--- src/rtl/jt12_kon_seq_if.sv ---
// Key-on register write port between the CPU register interface and the key-on sequencer.
// Handshake: kon_we is valid, ~kon_busy is ready; a write transfers on a cycle with both high, otherwise it is dropped.
interface jt12_kon_seq_if;
    logic       kon_we;
    logic [2:0] kon_ch;
    logic [3:0] kon_op;
    logic       kon_busy;

    modport master (output kon_we, output kon_ch, output kon_op, input kon_busy);
    modport slave  (input kon_we, input kon_ch, input kon_op, output kon_busy);
endinterface

--- src/rtl/jt12_kon_seq.sv ---
// Key-on sequencer: holds a 24-slot key state and emits per-slot keyon/keyoff edge pulses
// in slot rotation order, applying one pending CPU key-on write per operator group.
module jt12_kon_seq #(
    parameter logic [4:0] SLOT0 = 5'd0
) (
    input  logic               clk,
    input  logic               rst,
    input  logic               zero,
    jt12_kon_seq_if.slave      kon,
    output logic [4:0]         slot_II,
    output logic               keyon_II,
    output logic               keyoff_II
);

    logic [4:0]  cnt_q, cnt_d;
    logic [23:0] kstate_q, kstate_d;
    logic [2:0]  pend_ch_q, pend_ch_d;
    logic [3:0]  pend_op_q, pend_op_d;
    logic [3:0]  pend_left_q, pend_left_d;
    logic        busy_q, busy_d;
    logic [4:0]  slot_q, slot_d;
    logic        keyon_q, keyon_d;
    logic        keyoff_q, keyoff_d;

    logic [1:0]  grp;
    logic [2:0]  ch;
    logic [1:0]  opsel;
    logic        apply;
    logic        cur_key;
    logic        new_key;

    always_comb begin
        cnt_d       = cnt_q;
        kstate_d    = kstate_q;
        pend_ch_d   = pend_ch_q;
        pend_op_d   = pend_op_q;
        pend_left_d = pend_left_q;
        busy_d      = busy_q;
        grp         = 2'd0;
        ch          = cnt_q[2:0];

        if (cnt_q < 5'd6) begin
            grp = 2'd0;
            ch  = cnt_q[2:0];
        end else if (cnt_q < 5'd12) begin
            grp = 2'd1;
            ch  = 3'(cnt_q - 5'd6);
        end else if (cnt_q < 5'd18) begin
            grp = 2'd2;
            ch  = 3'(cnt_q - 5'd12);
        end else begin
            grp = 2'd3;
            ch  = 3'(cnt_q - 5'd18);
        end

        // Slot groups run S1,S3,S2,S4 while the mask is S1,S2,S3,S4: swapping grp bits maps one to the other.
        opsel   = {grp[0], grp[1]};
        apply   = busy_q && (ch == pend_ch_q) && pend_left_q[grp];
        cur_key = kstate_q[cnt_q];
        new_key = apply ? pend_op_q[opsel] : cur_key;

        kstate_d[cnt_q] = new_key;
        keyon_d         = new_key & ~cur_key;
        keyoff_d        = ~new_key & cur_key;
        slot_d          = cnt_q;

        if (apply) begin
            pend_left_d[grp] = 1'b0;
            if (pend_left_d == 4'd0) begin
                busy_d = 1'b0;
            end
        end

        // Accept uses the registered busy, so a capture never applies in its own cycle.
        if (kon.kon_we && !busy_q && (kon.kon_ch[1:0] != 2'b11)) begin
            pend_ch_d   = kon.kon_ch[2] ? ({1'b0, kon.kon_ch[1:0]} + 3'd3) : {1'b0, kon.kon_ch[1:0]};
            pend_op_d   = kon.kon_op;
            pend_left_d = 4'hF;
            busy_d      = 1'b1;
        end

        if (zero) begin
            cnt_d = SLOT0;
        end else begin
            cnt_d = (cnt_q == 5'd23) ? 5'd0 : cnt_q + 5'd1;
        end
    end

    always_ff @(posedge clk) begin
        if (rst) begin
            cnt_q       <= 5'd0;
            kstate_q    <= 24'd0;
            pend_ch_q   <= 3'd0;
            pend_op_q   <= 4'd0;
            pend_left_q <= 4'd0;
            busy_q      <= 1'b0;
            slot_q      <= 5'd0;
            keyon_q     <= 1'b0;
            keyoff_q    <= 1'b0;
        end else begin
            cnt_q       <= cnt_d;
            kstate_q    <= kstate_d;
            pend_ch_q   <= pend_ch_d;
            pend_op_q   <= pend_op_d;
            pend_left_q <= pend_left_d;
            busy_q      <= busy_d;
            slot_q      <= slot_d;
            keyon_q     <= keyon_d;
            keyoff_q    <= keyoff_d;
        end
    end

    assign kon.kon_busy = busy_q;
    assign slot_II      = slot_q;
    assign keyon_II     = keyon_q;
    assign keyoff_II    = keyoff_q;

endmodule
--- src/flat_wrapper.sv ---
// flat-port wrapper written by rule: the top's interface ports become plain ports
module jt12_kon_seq_flat 
#(
    parameter logic [4:0] SLOT0 = 5'd0
)
  (clk, rst, zero, slot_II, keyon_II, keyoff_II, kon_kon_we, kon_kon_ch, kon_kon_op, kon_kon_busy);
  jt12_kon_seq_if kon_i ();
  input  logic clk;
  input  logic rst;
  input  logic zero;
  output logic [4:0] slot_II;
  output logic keyon_II;
  output logic keyoff_II;
  input wire logic [$bits(kon_i.kon_we)-1:0] kon_kon_we;
  input wire logic [$bits(kon_i.kon_ch)-1:0] kon_kon_ch;
  input wire logic [$bits(kon_i.kon_op)-1:0] kon_kon_op;
  output wire logic [$bits(kon_i.kon_busy)-1:0] kon_kon_busy;
  assign kon_i.kon_we = kon_kon_we;
  assign kon_i.kon_ch = kon_kon_ch;
  assign kon_i.kon_op = kon_kon_op;
  assign kon_kon_busy = kon_i.kon_busy;
  jt12_kon_seq #(.SLOT0(SLOT0)) u_core (.clk(clk), .rst(rst), .zero(zero), .kon(kon_i), .slot_II(slot_II), .keyon_II(keyon_II), .keyoff_II(keyoff_II));
endmodule
--- config.mk ---
export PLATFORM = sky130hd
export DESIGN_NAME = jt12_kon_seq_flat
export DESIGN_NICKNAME = d
export VERILOG_FILES = /design/src/rtl/jt12_kon_seq_if.sv /design/src/rtl/jt12_kon_seq.sv /design/src/flat_wrapper.sv
export SDC_FILE = /design/constraint.sdc
export NUM_CORES = 1
export LEC_CHECK = 0
export ABC_AREA = 1
export BUFFER_PORTS_ARGS = -buffer_cell sky130_fd_sc_hd__buf_2
export CAP_MARGIN = 10
export CORE_MARGIN = 5
export CORE_UTILIZATION = 35
export DETAILED_ROUTE_END_ITERATION = 8
export GPL_TIMING_DRIVEN = 0
export HOLD_SLACK_MARGIN = 0.15
export PLACE_DENSITY = 0.63
export SYNTH_ARGS = -nofsm -noshare
export SYNTH_HDL_FRONTEND = slang
export SYNTH_SLANG_ARGS = --single-unit
--- constraint.sdc ---
create_clock -name clk -period 2.1 [get_ports clk]
set_input_delay 0.42 -clock clk [delete_from_list [all_inputs] [get_ports clk]]
set_output_delay 0.42 -clock clk [all_outputs]
set_load 0.02 [all_outputs]
==> impl_metrics.csv, run 1 <==
group,metric,value,unit
outcome,status,"finished, final reports clean",
logic_synthesis,synth.distinct_cells,36,
placed_design,placed_area,3050,µm²
drt,drtIter0Drc,133,
global_routing,grt_pass1_wl,10.3,mm
floorplan,start_util,36.3,%
placed_design,io_buffer_count,17,
logic_synthesis,synth_edf_count,0,
global_routing,antenna_found_initial,0,
min_path,hold_depth,3,
clock_network,htree_levels,2,
sta,clock.fmax,498,MHz
sta,hold_viol_final,0,
logic_synthesis,synth-seq-cells,48,
sta,slew_headroom,64.1,%
logic_synthesis,synth_top_family_by_area,"simple AND/OR/NAND/NOR gates",
logic_synthesis,synth_area,2830,µm²
final_layout,drive_gt1_share,20.6,%
logic_synthesis,synthCells,397,
global_routing,grt_max_degree,15,
final_layout,num_antenna_cells,0,
power,p_per_area,568,nW/µm²
sta,worstMarginPinSlew,0.538,ns
global_routing,grt_pass1_vias,2233,
setup_path,startpoint,"u_core.cnt_q[1]$_SDFF_PP0_",
min_path,hp-class,"input port to flip-flop",
drt,drt-total-wl,6.53,mm
clock_network,cts-root-buf,"clkbuf_8",
power,power,1.86,mW
setup_path,slowest_stage,"dfxtp_4",
clock_network,clkLatencyLatePin,0.30,ns
min_path,min_to,"u_core.pend_op_q[0]$_SDFFE_PP0P_",
power,power.leakage,1.56,nW
setup_path,setup.worst_path.start_class,"flip-flop",
min_path,min-delay-start,"kon_kon_op[0]",
floorplan,dieArea,9990,µm²
floorplan,die_w,100,µm
sta,drv_slew,0,
floorplan,core_region_area,7810,µm²
logic_synthesis,synth-xor-area-share,0.928,%
drt,vias,2472,
floorplan,row_count,32,
final_layout,fin_nets,445,
drt,wl_per_cell,12.3,µm
setup_path,path_class,"flip-flop to flip-flop",
sta,finalCriticalPeriod,2.01,ns
global_routing,grt_usage,12.8,%
sta,setup_violations,0,
setup_path,r2r_end,"u_core.kstate_q[9]$_SDFFE_PP0P_",
clock_network,holdBufCountCts,0,
final_layout,syn_to_final_growth,15.4,%
drt,via_per_inst,4.67,
logic_synthesis,synth_compound_area_share,12.7,%
sta,final.setup_skew,0.00730,ns
setup_path,cp_max_fo,13,
floorplan,die_y,100,µm
placed_design,place.gp.congestion,0.873,
setup_path,critPathMaxStageDelay,0.44,ns
setup_path,crit_path_end_kind,"flip-flop",
placed_design,dp_hpwl,4.58,mm
logic_synthesis,ys_seq_area_share,33.9,%
logic_synthesis,synth.yosys.warnings,0,
drt,drcViolationCount,0,
logic_synthesis,synth-simple-area-share,35.6,%
logic_synthesis,synth.area.mux_share,0,%
logic_synthesis,synthArstFlopShare,0,%
logic_synthesis,ys.flop_type,"dfxtp_1",
power,ir_worst_vdd,0.000332,V
sta,hold_ws,0.348,ns
setup_path,cp.arrival,2.21,ns
setup_path,worstPathCellList,"inv_6, ha_4, inv_2, nand3_1, nand3_1, nand3_2, nand2_1, nand2_1, inv_4, nand2_8, nand2_8, clkbuf_16, nand3_2, nand2_1, inv_1",
run,maxCapViolations,0,
global_routing,grt-ovfl-total,0,
sta,fin_setup_tns,0,ns
setup_path,cpMostUsedCell,"nand2_1",
clock_network,clkSinkCount,48,
logic_synthesis,synthAdderAreaFrac,3.53,%
clock_network,clk_pin_slew,0.09,ns
setup_path,r2r_cells,15,
clock_network,clockBufferDepth,2,
logic_synthesis,synth_nets,416,
sta,layout_worst_path_cycle_share,95.6,%
clock_network,cts_tree,"done",
final_layout,final_area,3270,µm²
final_layout,final_util,41.9,%
setup_path,worstReg2RegStart,"u_core.cnt_q[1]$_SDFF_PP0_",
floorplan,ios,19,
setup_path,regToRegSetupSlack,0.09,ns
setup_path,required,2.31,ns
logic_synthesis,synth.avg_cell_area,7.14,µm²
drt,first_pass_iters,4,
drt,antenna_left,0,
clock_network,numCtsBuffers,5,
synthesized netlist by cell type (8+ instances only):
cell type | n | share of area [%]
nand3_1 | 15 | 2.7
nand3_2 | 20 | 7.1
o21ai_0 | 15 | 2.7
nand2_1 | 65 | 8.6
inv_1 | 54 | 7.2
ha_1 | 8 | 3.5
a21oi_1 | 14 | 2.5
o21ai_1 | 8 | 1.4
o21a_1 | 14 | 3.7
nor2_1 | 84 | 11
dfxtp_1 | 48 | 34
cell families after synthesis:
| kind of cell | Yosys count |
|---|---|
| fa+ha+maj | 8 |
| flops | 48 |
| simple gates | 201 |
| xor+xnor | 3 |
| buf+inv | 78 |
| compound gates | 59 |
worst max-delay path by stage:
stage / endpoint / slack, ns / cells after the start
detailed placement: u_core.kstate_q[3]$_SDFFE_PP0P_ / -0.28 / 14
finish: u_core.kstate_q[9]$_SDFFE_PP0P_ / 0.09 / 15
global route: u_core.kstate_q[7]$_SDFFE_PP0P_ / -0.01 / 17
global placement: u_core.kstate_q[10]$_SDFFE_PP0P_ / -0.22 / 14
floorplan: u_core.kstate_q[11]$_SDFFE_PP0P_ / 0.09 / 16
CTS: u_core.kstate_q[3]$_SDFFE_PP0P_ / 0.02 / 15
report_power, final:
group,switching (mW),internal (mW),total (mW)
logic,0.187,0.133,0.320
clock network,0.308,0.263,0.571
registers,0.0260,0.940,0.966
total,0.521,1.34,1.86
layer usage:
metal,GRT usage (%),vias up,routed length (µm)
met2,20.8,53,3000
met1,17.0,1118,3120
li1,-,1293,-
met4,3.57,0,65
met5,0,-,0
met3,2.78,8,339
layout by cell type (no fill, tap or decap), drive strengths merged:
cell type  count
nand4          2
a21o           1
a22oi          1
clkbuf        13
clkinv         3
o21ai         23
dfxtp         48
o21a          14
buf           30
o211a          1
nand3         36
xnor2          1
nor2          87
nor3           1
nand2         74
inv           61
or3            1
nand3b         1
a21oi         16
xor2           2
ha             8
o22ai          3
worst max-delay path, delay by kind of cell (launching register included):
family / cells / cell delay [ns]
DFF: 1 / 0.44
and+or+nand+nor: 9 / 0.77
buffers and inverters: 5 / 0.45
adders and majority gates: 1 / 0.24
registers in the layout (all words and copies together), names as in the netlist:
signal               count
u_core.cnt_q             5
u_core.kstate_q         24
u_core.keyon_II          1
u_core.pend_ch_q         3
u_core.kon.kon_busy      1
u_core.slot_II           5
u_core.pend_left_q       4
u_core.pend_op_q         4
u_core.keyoff_II         1
area by class of cell:
type / instances / area, µm²
multi-input cells: 272 / 1530
well taps: 102 / 128
inverters: 62 / 250
flip-flops and latches: 48 / 967
clock buffers: 6 / 82.6
plain buffers: 15 / 140
repair buffers: 22 / 158
clock inverters: 2 / 10.0
fillers: 822 / 4540
repair_timing:
| action | CTS | global route |
|---|---|---|
| cloned | 0 | 3 |
| setup endpoints to repair | 29 | 22 |
| gates resized for setup | 6 | 10 |
| pin swaps | 0 | 4 |
| setup buffers | 0 | 3 |
metrics by stage:
step                      instances  worst slack, ns
after floorplan                 397           0.0853
after global placement          516           -0.222
after detailed placement        516           -0.278
after CTS                       523           0.0233
after global routing            529         -0.00987
final                           529           0.0931
(Power assumes the default switching activity.)
==> inputs of run 2 (changes only) <==
==> constraint.sdc (replaced) <==
create_clock -name clk -period 1.77 [get_ports clk]
set_input_delay 0.354 -clock clk [delete_from_list [all_inputs] [get_ports clk]]
set_output_delay 0.354 -clock clk [all_outputs]
set_load 0.02 [all_outputs]
==> run 2 against run 1 <==
Effect of this change:
- the run now ends with setup timing left
- clock-buffer cell count did not move
- routed wire length up 7.0%
- non-clock buffer count grew 12
- clock power grew 36%
- hold slack lost 0.083 ns
- core utilization grew 3.0 points
- flip-flop and latch count unchanged
- die area stayed put
- register-to-register slack got worse by 0.32 ns
- setup slack got worse by 0.32 ns
- via count grew 3.5%
- sequential share of layout area decreased by 2.0 points
- largest power group unchanged
- highest routed layer unchanged
==> impl_metrics.csv, run 2 (same netlist as run 1, synthesis figures left out) <==
group,metric,value,unit
clock_network,htree_levels,2,
clock_network,clockBufferDepth,2,
global_routing,grt-ovfl-total,0,
final_layout,num_antenna_cells,0,
placed_design,dp_cells,516,
clock_network,clkSinkCount,48,
sta,layout_worst_path_cycle_share,113,%
drt,via_per_inst,4.74,
final_layout,largest_reg_flops,24,
setup_path,cpMostUsedCell,"nand2_4",
clock_network,cts-root-buf,"clkbuf_8",
global_routing,grt_pass1_wl,11.6,mm
power,p_seq_share,49.1,%
run,maxCapViolations,0,
final_layout,syn_to_final_growth,23.6,%
final_layout,drive_gt1_share,27.2,%
floorplan,start_util,36.3,%
power,ir_worst_vdd,0.000324,V
power,p_per_area,667,nW/µm²
setup_path,worstPathCellList,"inv_4, buf_8, ha_4, nand2_4, nand2_4, nand2_4, nand3b_1, nand2_1, nand2_2, nor2_8, buf_12, nand3_4, buf_12, nand4_1, inv_1",
sta,final.setup_skew,0.0134,ns
drt,drt-total-wl,6.98,mm
sta,finalCriticalPeriod,2.00,ns
power,internal_power,1.66,mW
placed_design,place_ws,-0.241,ns
final_layout,fin_nets,456,
floorplan,ios,19,
sta,drv_slew,0,
sta,worstMarginPinSlew,0.584,ns
placed_design,dp_hpwl,4.71,mm
clock_network,clkLatencyLatePin,0.31,ns
power,p_sw_share,28.7,%
global_routing,grt_pass1_vias,2427,
setup_path,setup.worst_path.start_class,"flip-flop",
drt,wl_per_cell,12.9,µm
setup_path,slowest_stage,"dfxtp_4",
drt,antenna_left,0,
power,power,2.33,mW
floorplan,row_count,32,
setup_path,crit_family,"simple AND/OR/NAND/NOR gates",
setup_path,cp.arrival,2.21,ns
clock_network,holdBufCountCts,0,
setup_path,critPathMaxStageDelay,0.40,ns
power,power.leakage,1.66,nW
sta,clock.fmax,500,MHz
setup_path,cp_max_fo,10,
global_routing,grt_max_degree,17,
setup_path,path_buf_inv,5,
power,switching_power,0.670,mW
placed_design,place.gp.congestion,0.875,
outcome,status,"finished, violations left",
drt,vias,2558,
floorplan,dieArea,9990,µm²
clock_network,clk_pin_slew,0.10,ns
power,p_comb_share,17.7,%
final_layout,most-common-layout-cells,"84 x nor2_1, 54 x nand2_1, 53 x inv_1, 45 x dfxtp_1, 25 x nand3_2",
final_layout,final_common_cell,"nor2_1",
outcome,violations,"setup timing",
final_layout,top_register,"u_core.kstate_q",
floorplan,die_y,100,µm
global_routing,grt_usage,14.4,%
drt,drcViolationCount,0,
floorplan,core_region_area,7810,µm²
setup_path,crit_path_end_kind,"flip-flop",
sta,postLayoutSetupSlackWorst,-0.228,ns
global_routing,antenna_found_initial,0,
drt,drtIter0Drc,123,
clock_network,cts_tree,"done",
floorplan,die_w,100,µm
sta,slew_headroom,61.1,%
final_layout,fin_cells,540,
placed_design,io_buffer_count,17,
setup_path,path_class,"flip-flop to flip-flop",
min_path,hp-class,"input port to flip-flop",
sta,setup_violations,26,
sta,rsz0062_at_grt,"true",
clock_network,numCtsBuffers,5,
setup_path,required,1.98,ns
sta,hold_viol_final,0,
power,pwr-share-clk,33.2,%
drt,first_pass_iters,4,
## run 2: changes by cell type in the layout (fill, tap and decap cells not counted), sizes merged
cell,previous run,this run
buf,30,43
clkbuf,13,12
nand2,74,73
## run 2: timing repair
item                                    CTS  global route
pin swaps                                 1            12
gates cloned                              1             1
setup buffers                            14             2
hold endpoints to repair                  0             0
gates resized for setup                  10            23
endpoints found under the setup margin   28            31
## run 2: final timing paths
path,cells after the start,slack [ns],endpoint,from
worst max-delay path,15,-0.23,u_core.keyoff_II$_SDFF_PP0_,u_core.cnt_q[1]$_SDFF_PP0_
worst min-delay path,3,0.27,u_core.pend_op_q[1]$_SDFFE_PP0P_,kon_kon_op[1]
worst max register to register,15,-0.23,u_core.keyoff_II$_SDFF_PP0_,u_core.cnt_q[1]$_SDFF_PP0_
worst min register to register,2,0.47,u_core.pend_op_q[3]$_SDFFE_PP0P_,u_core.pend_op_q[3]$_SDFFE_PP0P_
## run 2: per-stage QoR
stage	cell area, µm²	util [%]	hold slack, ns	TNS, ns
finish	3500	44.9	0.266	-5.07
global route	3500	44.9	0.274	-8.08
CTS	3390	43.4	0.266	-4.14
detailed placement	3090	39.6	0.454	-5.24
global placement	3090	39.6	0.448	-4.60
floorplan	2880	-	0.424	-0.317
## run 2: power by group through the flow
stage	Combinational (mW)	Sequential [mW]	Clock (mW)
3_3_place_gp	0.325	1.17	0
6_report	0.413	1.15	0.774
2_1_floorplan	0.243	1.17	0
4_1_cts	0.396	1.14	0.797
5_1_grt	0.451	1.15	0.849
3_5_place_dp	0.331	1.17	0
## run 2: cell type report
class,instances,area [µm²]
plain buffers,16,173
clock buffers,6,93.8
flip-flops and latches,48,967
repair buffers,33,275
well taps,102,128
multi-input cells,271,1600
fillers,783,4310
clock inverters,2,17.5
inverters,62,250
## run 2: worst reg2reg max path: cells and delay by family, from the launching register on
| kind | cells | cell delay (ns) |
|---|---|---|
| and+or+nand+nor | 9 | 0.83 |
| DFF | 1 | 0.40 |
| buffers and inverters | 5 | 0.53 |
| adders and majority gates | 1 | 0.15 |
## run 2: metal layers
metal | part of all wire, % | vias up | GRT usage [%]
met5 | 0 | - | 0
met1 | 47 | 1187 | 19.4
met4 | 0.97 | 0 | 3.36
met2 | 47 | 42 | 23.7
met3 | 4.9 | 6 | 2.78
li1 | - | 1323 | -
